File: src/rtl/pipe_hazard_ctrl.sv
// Hazard/sequencing controller for a 5-stage pipeline: tracks EX/MEM/WB destination
// info and produces ID forwarding selects, load-use stalls, branch flushes and freezes.
module pipe_hazard_ctrl #(
    parameter int REG_W = 5,
    parameter int CNT_W = 32
) (
    input  logic             clk,
    input  logic             clr,
    input  logic             id_valid,
    input  logic [REG_W-1:0] id_rs,
    input  logic [REG_W-1:0] id_rt,
    input  logic             id_rs_used,
    input  logic             id_rt_used,
    input  logic             id_wreg,
    input  logic [REG_W-1:0] id_rn,
    input  logic             id_m2reg,
    input  logic             br_taken,
    input  logic             mem_busy,
    output logic [1:0]       fwda,
    output logic [1:0]       fwdb,
    output logic             stall,
    output logic             bubble,
    output logic             flush,
    output logic             freeze,
    output logic [CNT_W-1:0] stall_cnt,
    output logic [CNT_W-1:0] retire_cnt
);

    typedef struct packed {
        logic             valid;
        logic             wreg;
        logic [REG_W-1:0] rn;
        logic             m2reg;
    } rec_t;

    rec_t ex_r, mem_r, wb_r;
    rec_t ex_nxt;
    logic lu;

    // EX wins over MEM; an EX load cannot forward yet and is handled by the load-use stall.
    function automatic logic [1:0] fwd_sel(input logic used, input logic [REG_W-1:0] src,
                                           input rec_t ex, input rec_t mem);
        logic [1:0] sel;
        sel = 2'd0;
        if (used) begin
            if (ex.valid && ex.wreg && ex.rn != '0 && ex.rn == src && !ex.m2reg)
                sel = 2'd1;
            else if (mem.valid && mem.wreg && mem.rn != '0 && mem.rn == src)
                sel = mem.m2reg ? 2'd3 : 2'd2;
        end
        return sel;
    endfunction

    always_comb begin
        fwda   = fwd_sel(id_rs_used, id_rs, ex_r, mem_r);
        fwdb   = fwd_sel(id_rt_used, id_rt, ex_r, mem_r);
        lu     = id_valid && ex_r.valid && ex_r.m2reg && ex_r.wreg && ex_r.rn != '0 &&
                 ((id_rs_used && ex_r.rn == id_rs) || (id_rt_used && ex_r.rn == id_rt));
        freeze = mem_busy;
        flush  = br_taken && !mem_busy;
        stall  = lu && !br_taken && !mem_busy;
        bubble = stall || flush;
    end

    always_comb begin
        ex_nxt.valid = id_valid && !bubble;
        ex_nxt.wreg  = id_wreg;
        ex_nxt.rn    = id_rn;
        ex_nxt.m2reg = id_m2reg;
    end

    always_ff @(posedge clk or posedge clr) begin
        if (clr) begin
            ex_r  <= '0;
            mem_r <= '0;
            wb_r  <= '0;
        end else if (!freeze) begin
            ex_r  <= ex_nxt;
            mem_r <= ex_r;
            wb_r  <= mem_r;
        end
    end

    // stall_cnt keeps counting through a freeze; retire_cnt only moves when WB actually drains.
    always_ff @(posedge clk or posedge clr) begin
        if (clr) begin
            stall_cnt  <= '0;
            retire_cnt <= '0;
        end else begin
            if (stall || freeze)
                stall_cnt <= stall_cnt + 1'b1;
            if (!freeze && wb_r.valid)
                retire_cnt <= retire_cnt + 1'b1;
        end
    end

endmodule

File: config.mk
export PLATFORM = sky130hd
export DESIGN_NAME = pipe_hazard_ctrl
export DESIGN_NICKNAME = d
export VERILOG_FILES = /design/src/rtl/pipe_hazard_ctrl.sv
export SDC_FILE = /design/constraint.sdc
export NUM_CORES = 1
export LEC_CHECK = 0
export BUFFER_PORTS_ARGS = -buffer_cell sky130_fd_sc_hd__buf_2
export CORE_ASPECT_RATIO = 1.75
export CORE_MARGIN = 3
export CORE_UTILIZATION = 30
export CTS_BUF_LIST = sky130_fd_sc_hd__clkbuf_8
export DETAILED_ROUTE_END_ITERATION = 8
export REMOVE_ABC_BUFFERS = 1
export SYNTH_ARGS = -nofsm -noshare
export SYNTH_HDL_FRONTEND = slang
export SYNTH_SLANG_ARGS = --single-unit
File: constraint.sdc
create_clock -name clk -period 6.1 [get_ports clk]
set_input_delay 0.61 -clock clk [delete_from_list [all_inputs] [get_ports clk]]
set_output_delay 0.61 -clock clk [all_outputs]
set_load 0.05 [all_outputs]
# --- After elaboration in Yosys (flattened, before gate mapping) ---
# Index checks and enable logic that the tools add are counted.
word_totals:
  register_bits: 81
  latchBits: 0
  ram_bits: 0
  romBits: 0
  in_bits: 24
  output_inout_bits: 72
  word_cells: 55
  memories: 0
classes:
  addsub: 2
  mul: 0
  div: 0
  magnitude_cmp: 0
  n_eq_ne: 4
  n_shift: 0
  mux: 7
  n_bitwise: 0
  reduce_logical: 31
ops:
  columns: ["op", "n"]
  rows:
  - ["$add A32 B1 Y32 const B", 2]
  - ["$logic_and A1 B1 Y1", 22]
  - ["$eq A5 B5 Y1", 4]
  - ["$mux W2", 6]
  - ["$reduce_bool A5 Y1", 2]
  - ["$logic_not A1 Y1", 4]
  - ["$logic_or A1 B1 Y1", 3]
  - ["$mux W1", 1]

# --- Logic depth before layout (Yosys ltp) ---
# Gate-level depths: netlist of the first run.
depth:
  depth_word: 10
  mapped_depth: 8
  mapped_depth_nobuf: 7

# --- Worst setup path before layout of the first run ---
# Ideal clock, no wire load.
synth_timing:
  path_kind: "reg2out"
  start: "register ex_r[1] (netlist name)"
  end: "output port fwda[1]"
  t_arrival_ns: 2.380
  t_required_ns: 5.490
  setup_slack_ns: 3.110
  stages_incl_launch_ff: 6
  path_buffers: 0
  cell_sequence: "dfrtp_1 or3_1 o311a_1 nand2_1 nor4b_1 nor3b_1"
synth_between:
  elab_chain_len: 6
synth_lines:
  columns: ["element", "line", "rtl"]
  rows:
  - ["from (decl)", "36", "rec_t ex_r, mem_r, wb_r;"]
  - ["from (signal assigned)", "78", "ex_r <= ex_nxt;"]
  - ["$reduce_bool A5 Y1", "46", "if (ex.valid && ex.wreg && ex.rn != '0 && ex.rn == src && !ex.m2reg)"]
  - ["$logic_and A1 B1 Y1", "46", null]
  - ["$logic_and A1 B1 Y1 (*) (2 in series)", "46", null]
  - ["$mux W2 (*)", "46", null]
  - ["$mux W2 (*)", "45", "if (used) begin"]
  - ["to (decl)", "19", "output logic [1:0] fwda,"]
# Every way passes the cells marked *; elsewhere a longest branch is shown, timed or not.

# --- Worst setup path after layout of the first run ---
layout_timing:
  start: "register ex_r[2] (netlist name)"
  end: "output port fwdb[1]"
layout_between:
  elab_chain_len: 6
layout_lines:
  columns: ["element", "line", "rtl"]
  rows:
  - ["$reduce_bool A5 Y1", "46", null]
  - ["$logic_and A1 B1 Y1", "46", null]
  - ["$logic_and A1 B1 Y1 (*) (2 in series)", "46", null]
  - ["$mux W2 (*)", "46", null]
  - ["$mux W2 (*)", "45", null]
  - ["to (decl)", "20", "output logic [1:0] fwdb,"]
# Marked as above.

==> results by group, run 1 <==
Setup path
  • WP data required: around 5.5 ns
  • Slowest stage delay, CP: between 0.4 and 0.5 ns
  • Crit Path Class: reg -> out
  • Slowest CP cell: dfrtp_1
  • Crit-path max FO: 5
  • CP Capture Type: output pin
  • Crit path cell chain: or3_1 -> o311a_1 -> nand2_1 -> nor2_1 -> nor3b_1 -> buf_2
  • Arrival @ worst endpoint: 2.26 ns
  • CP startpoint kind: register

STA
  • RSZ-0062 raised after global routing: no
  • Sum Neg Setup Slack: 0 ns
  • Final setup violation count: 0
  • Least-Margin Pin Slew: ~1.1 ns
  • Setup Skew: around 0.014 ns
  • Final period utilization: 0.4702
  • Highest clock rate: 348.6 MHz
  • Slew Viols, Final: 0
  • Crit path time final: ~2.9 ns
  • Worst setup margin: 3.232 ns
  • Final hold vios: 0
  • Slew headroom: 0.2993

Global route
  • Vias in the first global route: ~3.0k
  • First-pass GRT wire length: approximately 15 mm
  • Initial antenna violation count: 0
  • Congestion Overflow GR: 0
  • Gr usage total: 0.1335
  • Largest net degree at the start of global routing: between 80 and 90

Die
  • Die Height: 157.6 microns
  • Initial cell density of the core: 0.3116
  • Total die area: ~0.015 sq mm
  • DIE WIDTH: 92.60 microns
  • FP Rows: 54
  • Core area: 0.01263 sq mm
  • I/O pin cnt: 96

Clock network
  • Worst-path clk slew: approximately 0.090 ns
  • TritonCTS clock tree: built
  • Worst-case clock buffer depth: 2
  • Root Buffer: clkbuf_8
  • Cts repair resizes: 0
  • Clock latency at the later pin of the worst-skew pair: 0.36 ns
  • CTS Buf Count: 9
  • Post-CTS Setup Bufs: 0
  • Htree depth: 3
  • # hold bufs at CTS: 0
  • CTS sink cnt: a little over 80

Routing
  • WL final: roughly 9.2 mm
  • Average wire per standard cell: about 15 microns
  • Detailed-route via count: ~3k
  • Iter 0 DRT Violations: between 60 and 70
  • DRT antenna net count: 0
  • DRC viols: 0
  • DRT Pass-1 Iters: 4
  • Vias per cell: approximately 4.8

Pwr
  • VDD IR max: ~0.00028 V
  • Leak: between 0.002 and 0.0025 uW
  • Total power density per cell area: 292.0 mW/mm^2

Synthesis
  • Count of different cell masters after synthesis: 43
  • XOR/XNOR Fraction of Synth Area: 0.1824
  • Synth Instances: 340
  • Adder-cell share of the synthesized area: 0.006355
  • Ys async rst share: 1.000
  • Post-synth EDFFs: 0
  • Sequential share of the synthesized area: 0.5148
  • Largest family of logic cells by synthesized area: simple AND/OR/NAND/NOR gates
  • Avg Cell Area, Syn: about 12 sq um
  • Synth Cell Area: approximately 0.0039 sq mm
  • Synth Register Bits: 81
  • Synth Area in Compound Gates: 0.02256
  • Simple-gate share of the synthesized area: 0.2119
  • Yosys warnings: 0
  • Multiplexer area fraction after synthesis: 0.04576
  • Post-synth top flop: dfrtp_1

Layout
  • Most frequent cells in the layout: buf_2 (95), dfrtp_1 (81), xnor2_1 (43)
  • Nets: between 400 and 500
  • Final cell count without fillers: 613
  • Fillers: around 1.3k
  • Layout cell share with drive strength beyond 1: 0.3236
  • Commonest non-fill, non-tap cell in the layout: buf_2
  • Antenna diodes: 0
  • Area delta synth->final: 22.43%

Placed design
  • Final HPWL DP: just under 7 mm
  • DP Cell Count: 597
  • Routability cong.: 0.7631
  • Post-place setup slack: between 3 and 4 ns
  • Port-buffer cells: 95

Min path
  • Hold WC Path Type: reg -> reg

Status
  • Outcome: complete, no violations

Job
  • Maximum capacitance violations: 0
## per-stage QoR
stage	instance area [sq um]	utilization	power (uW)	hold WS [ns]
finish	4821	0.3816	1408	0.4757
global route	4821	0.3816	1482	0.4660
CTS	4821	0.3816	1433	0.4584
detailed placement	4594	0.3636	978.3	0.4683
global placement	4594	0.3636	974.5	0.4620
floorplan	3885	-	881.4	0.4685
## flip-flops by register name (all words and copies together) (netlist names)
signal,flops
ex_r,8
mem_r,8
retire_cnt,32
wb_r,1
stall_cnt,32
## power by group
group	switching, uW	internal [uW]	leakage (uW)
sequential	71.4	586	0.00106
combinational	213	92.5	0.00117
clock	202	243	0.000115
## synthesized netlist by cell type (3+ instances only)
| cell type | number | area share |
|---|---|---|
| and3_1 | 15 | 0.024 |
| nor3_2 | 5 | 0.013 |
| nor2_1 | 19 | 0.018 |
| mux2_2 | 16 | 0.046 |
| xor2_1 | 39 | 0.087 |
| nor3b_1 | 3 | 0.0057 |
| nand4_1 | 19 | 0.030 |
| nand2_1 | 20 | 0.019 |
| and2_1 | 4 | 0.0064 |
| o21ai_0 | 3 | 0.0038 |
| dfrtp_1 | 81 | 0.51 |
| and4_1 | 8 | 0.018 |
| nor2b_1 | 3 | 0.0048 |
| buf_2 | 3 | 0.0038 |
| nand3_1 | 23 | 0.029 |
| inv_1 | 3 | 0.0029 |
| xnor2_1 | 43 | 0.096 |
## cell families (layout without fill, tap and decap cells)
group | count (synthesis) | after routing
compound gates | 11 | 11
xor+xnor | 82 | 82
fa+ha+maj | 2 | 2
buf+inv | 12 | 117
flops | 81 | 81
mux | 16 | 16
simple gates | 136 | 136
## critical path: cells and delay by family (launching register included)
family | cells | cell delay [ns]
AND/OR/NAND/NOR | 4 | 0.78
AO/OA/AOI/OAI | 1 | 0.33
flip-flops | 1 | 0.46
buffers and inverters | 1 | 0.32
## area by class of cell
cell class / count / area [sq um] / area share
clock inverters: 6 / 88.84 / 0.01843
clock buffers: 10 / 137.6 / 0.02855
well taps: 168 / 210.2 / 0.04360
flip-flops and latches: 81 / 2027 / 0.4205
inverters: 3 / 12.51 / 0.002595
repair buffers: 98 / 498.0 / 0.1033
multi-input cells: 247 / 1847 / 0.3831
## routing by layer
metal / share of wire / GRT usage / vias to the layer above / routed length [microns]
li1: - / - / 1388 / -
met1: 0.41 / 0.1554 / 1475 / 3813
met2: 0.51 / 0.2341 / 90 / 4737
met3: 0.056 / 0.02822 / 13 / 513
met4: 0.016 / 0.05953 / 0 / 145
met5: 0 / 0 / - / 0
## worst paths after layout
path	from	end	slack [ns]	cells after the start
hold / removal	retire_cnt[31]	retire_cnt[31]	0.48	1
min in group asynchronous	clr	stall_cnt[4]	0.53	3
hold reg to reg	retire_cnt[31]	retire_cnt[31]	0.48	1
max in group asynchronous	clr	retire_cnt[5]	4.85	3
setup reg to reg	ex_r[3]	stall_cnt[10]	3.94	6
setup / recovery	ex_r[2]	fwdb[1]	3.23	6
No activity file was read; power rests on OpenSTA's default activity.
==> run 2: changes to the inputs <==
==> constraint.sdc (replaced) <==
create_clock -name clk -period 2.6 [get_ports clk]
set_input_delay 0.26 -clock clk [delete_from_list [all_inputs] [get_ports clk]]
set_output_delay 0.26 -clock clk [all_outputs]
set_load 0.05 [all_outputs]
==> run 2 against run 1 <==
Via count rose by 0.51%; critical path depth did not move; flip-flop and latch count did not move; worst hold slack got worse by 0.34 ns; die area did not move; sequential share of layout area barely moved; cell count rose by 0.65%; critical endpoint is now fwda[1]; design area rose by 0.10%.
==> results by group, run 2 (synthesized netlist as in run 1, its figures left out) <==
Clock network
  • Root Buffer: clkbuf_8 (unchanged)
  • Worst-path clk slew: 0.08 ns (was 0.09 ns)
  • CTS sink cnt: 81 (unchanged)
  • Worst-case clock buffer depth: 2 (unchanged)
  • CTS Buf Count: 9 (unchanged)
  • Clock latency at the later pin of the worst-skew pair: 0.35 ns (was 0.36 ns)
  • TritonCTS clock tree: built (unchanged)
  • Htree depth: 3 (unchanged)

Layout
  • Fillers: 1270 (was 1278)
  • Commonest non-fill, non-tap cell in the layout: buf_2 (unchanged)
  • Biggest regs: retire_cnt (32), stall_cnt (32) (unchanged)
  • Core Util, Final: 0.3820 (was 0.3816)
  • Layout cell share with drive strength beyond 1: 0.3296 (was 0.3236)
  • Most frequent cells in the layout: buf_2 (93), dfrtp_1 (79), xnor2_1 (43) (was buf_2 (95), dfrtp_1 (81), xnor2_1 (43))
  • Antenna diodes: 0 (unchanged)
  • Area delta synth->final: 22.56% (was 22.43%)
  • Nets: 470 (was 466)

Die
  • Total die area: 0.01459 sq mm (unchanged)
  • FP Rows: 54 (unchanged)
  • Core area: 0.01263 sq mm (unchanged)
  • Initial cell density of the core: 0.3116 (unchanged)
  • DIE WIDTH: 92.60 microns (unchanged)
  • I/O pin cnt: 96 (unchanged)
  • Die Height: 157.6 microns (unchanged)

Min path
  • Hold WC Path Type: in -> reg (was reg -> reg)

Pwr
  • VDD IR max: 0.0006496 V (was 0.0002776 V)
  • Total power density per cell area: 640.7 mW/mm^2 (was 292.0 mW/mm^2)
  • Leak: 0.002348 uW (was 0.002346 uW)
  • Design Power: 3092 uW (was 1408 uW)

Placed design
  • Routability cong.: 0.8083 (was 0.7631)
  • Final HPWL DP: 6.978 mm (was 6.953 mm)
  • Port-buffer cells: 95 (unchanged)

Global route
  • First-pass GRT wire length: 15.61 mm (was 15.44 mm)
  • Gr usage total: 0.1346 (was 0.1335)
  • Vias in the first global route: 3183 (was 3048)
  • Initial antenna violation count: 0 (unchanged)
  • Congestion Overflow GR: 0 (unchanged)
  • Largest net degree at the start of global routing: 78 (was 82)

Routing
  • DRC viols: 0 (unchanged)
  • Average wire per standard cell: 14.97 microns (was 15.02 microns)
  • Vias per cell: 4.831 (was 4.838)
  • DRT Pass-1 Iters: 4 (unchanged)
  • Detailed-route via count: 2981 (was 2966)
  • Iter 0 DRT Violations: 58 (was 62)
  • WL final: 9.234 mm (was 9.209 mm)
  • DRT antenna net count: 0 (unchanged)

STA
  • Slew headroom: 0.6061 (was 0.2993)
  • Final period utilization: 0.9640
  • Least-Margin Pin Slew: 0.5887 ns (was 1.051 ns)
  • Final hold vios: 0 (unchanged)
  • Slew Viols, Final: 0 (unchanged)
  • Final setup violation count: 0 (unchanged)
  • Setup Skew: 0.01034 ns (was 0.01389 ns)
  • Crit path time final: between 2 and 3 ns
  • Sum Neg Setup Slack: 0 ns (unchanged)
  • Fin Hold WS: 0.1358 ns (was 0.4757 ns)
  • Highest clock rate: 399.0 MHz

Setup path
  • CP startpoint kind: register (unchanged)
  • Crit path cell chain: or3_1 -> o311a_1 -> nand2_1 -> nor4b_1 -> nor3b_1 -> buf_4 (was or3_1 -> o311a_1 -> nand2_1 -> nor2_1 -> nor3b_1 -> buf_2)
  • Crit Path Class: reg -> out (unchanged)
  • WP data required: 2.34 ns (was 5.49 ns)
  • CP Capture Type: output pin (unchanged)
  • Slowest CP cell: dfrtp_2 (was dfrtp_1)
  • Slowest stage delay, CP: 0.45 ns (was 0.46 ns)
  • Arrival @ worst endpoint: 2.25 ns (was 2.26 ns)
  • Crit-path max FO: 5 (unchanged)

Status
  • Outcome: complete, no violations (unchanged)

Job
  • Maximum capacitance violations: 0 (unchanged)
run 2: metrics by stage:
stage	setup WS (ns)	instances	cell area, sq um
global placement	0.4603	598	4614
global route	-0.001150	617	4826
finish	0.09350	617	4826
CTS	0.04184	615	4798
detailed placement	0.4502	598	4614
floorplan	-0.04038	331	3885
run 2: worst max-delay path, delay by kind of cell, from the launching register on:
kind	cells	cell delay (ns)
compound gates	1	0.33
flops	1	0.45
buf+inv	1	0.27
simple gates	4	0.84
run 2: power breakdown:
part           switching, uW  internal (uW)
Clock                    459            368
Sequential               163           1380
Combinational            502            224
Total                   1120           1970
run 2: path summary, 6_finish.rpt:
path,start,end,slack (ns),cells past startpoint
hold reg to reg,retire_cnt[31],retire_cnt[31],0.48,1
hold / removal,id_rn[3],ex_r[4],0.14,2
min in group asynchronous,clr,stall_cnt[4],0.32,3
setup reg to reg,ex_r[3],stall_cnt[14],0.55,6
max in group asynchronous,clr,retire_cnt[6],1.65,4
setup / recovery,ex_r[2],fwda[1],0.09,6
run 2: timing repair:
| action | 4_1_cts | 5_1_grt |
|---|---|---|
| hold endpoints to repair | 4 | 0 |
| gates resized for setup | 0 | 6 |
| hold buffers | 1 | 0 |
| buffers inserted | 0 | 2 |
| setup endpoints to repair | 0 | 2 |
run 2: layer usage:
layer  track usage  wire length, microns  part of all wire  vias up
li1              -                     -                 -     1393
met1        0.1495                  3680              0.40     1467
met2        0.2327                  4714              0.51      102
met3       0.04591                   636             0.069       19
met4       0.05741                   202             0.022        0
met5             0                     0                 0        -
run 2: cell type report:
class	count	area (sq um)	share of cell area
Tap cell	168	210.2	0.04356
Timing Repair Buffer	102	548.0	0.1136
Multi-Input combinational cell	247	1852	0.3837
Sequential cell	81	2029	0.4205
Clock inverter	6	36.28	0.007519
Inverter	3	12.51	0.002593
Clock buffer	10	137.6	0.02852
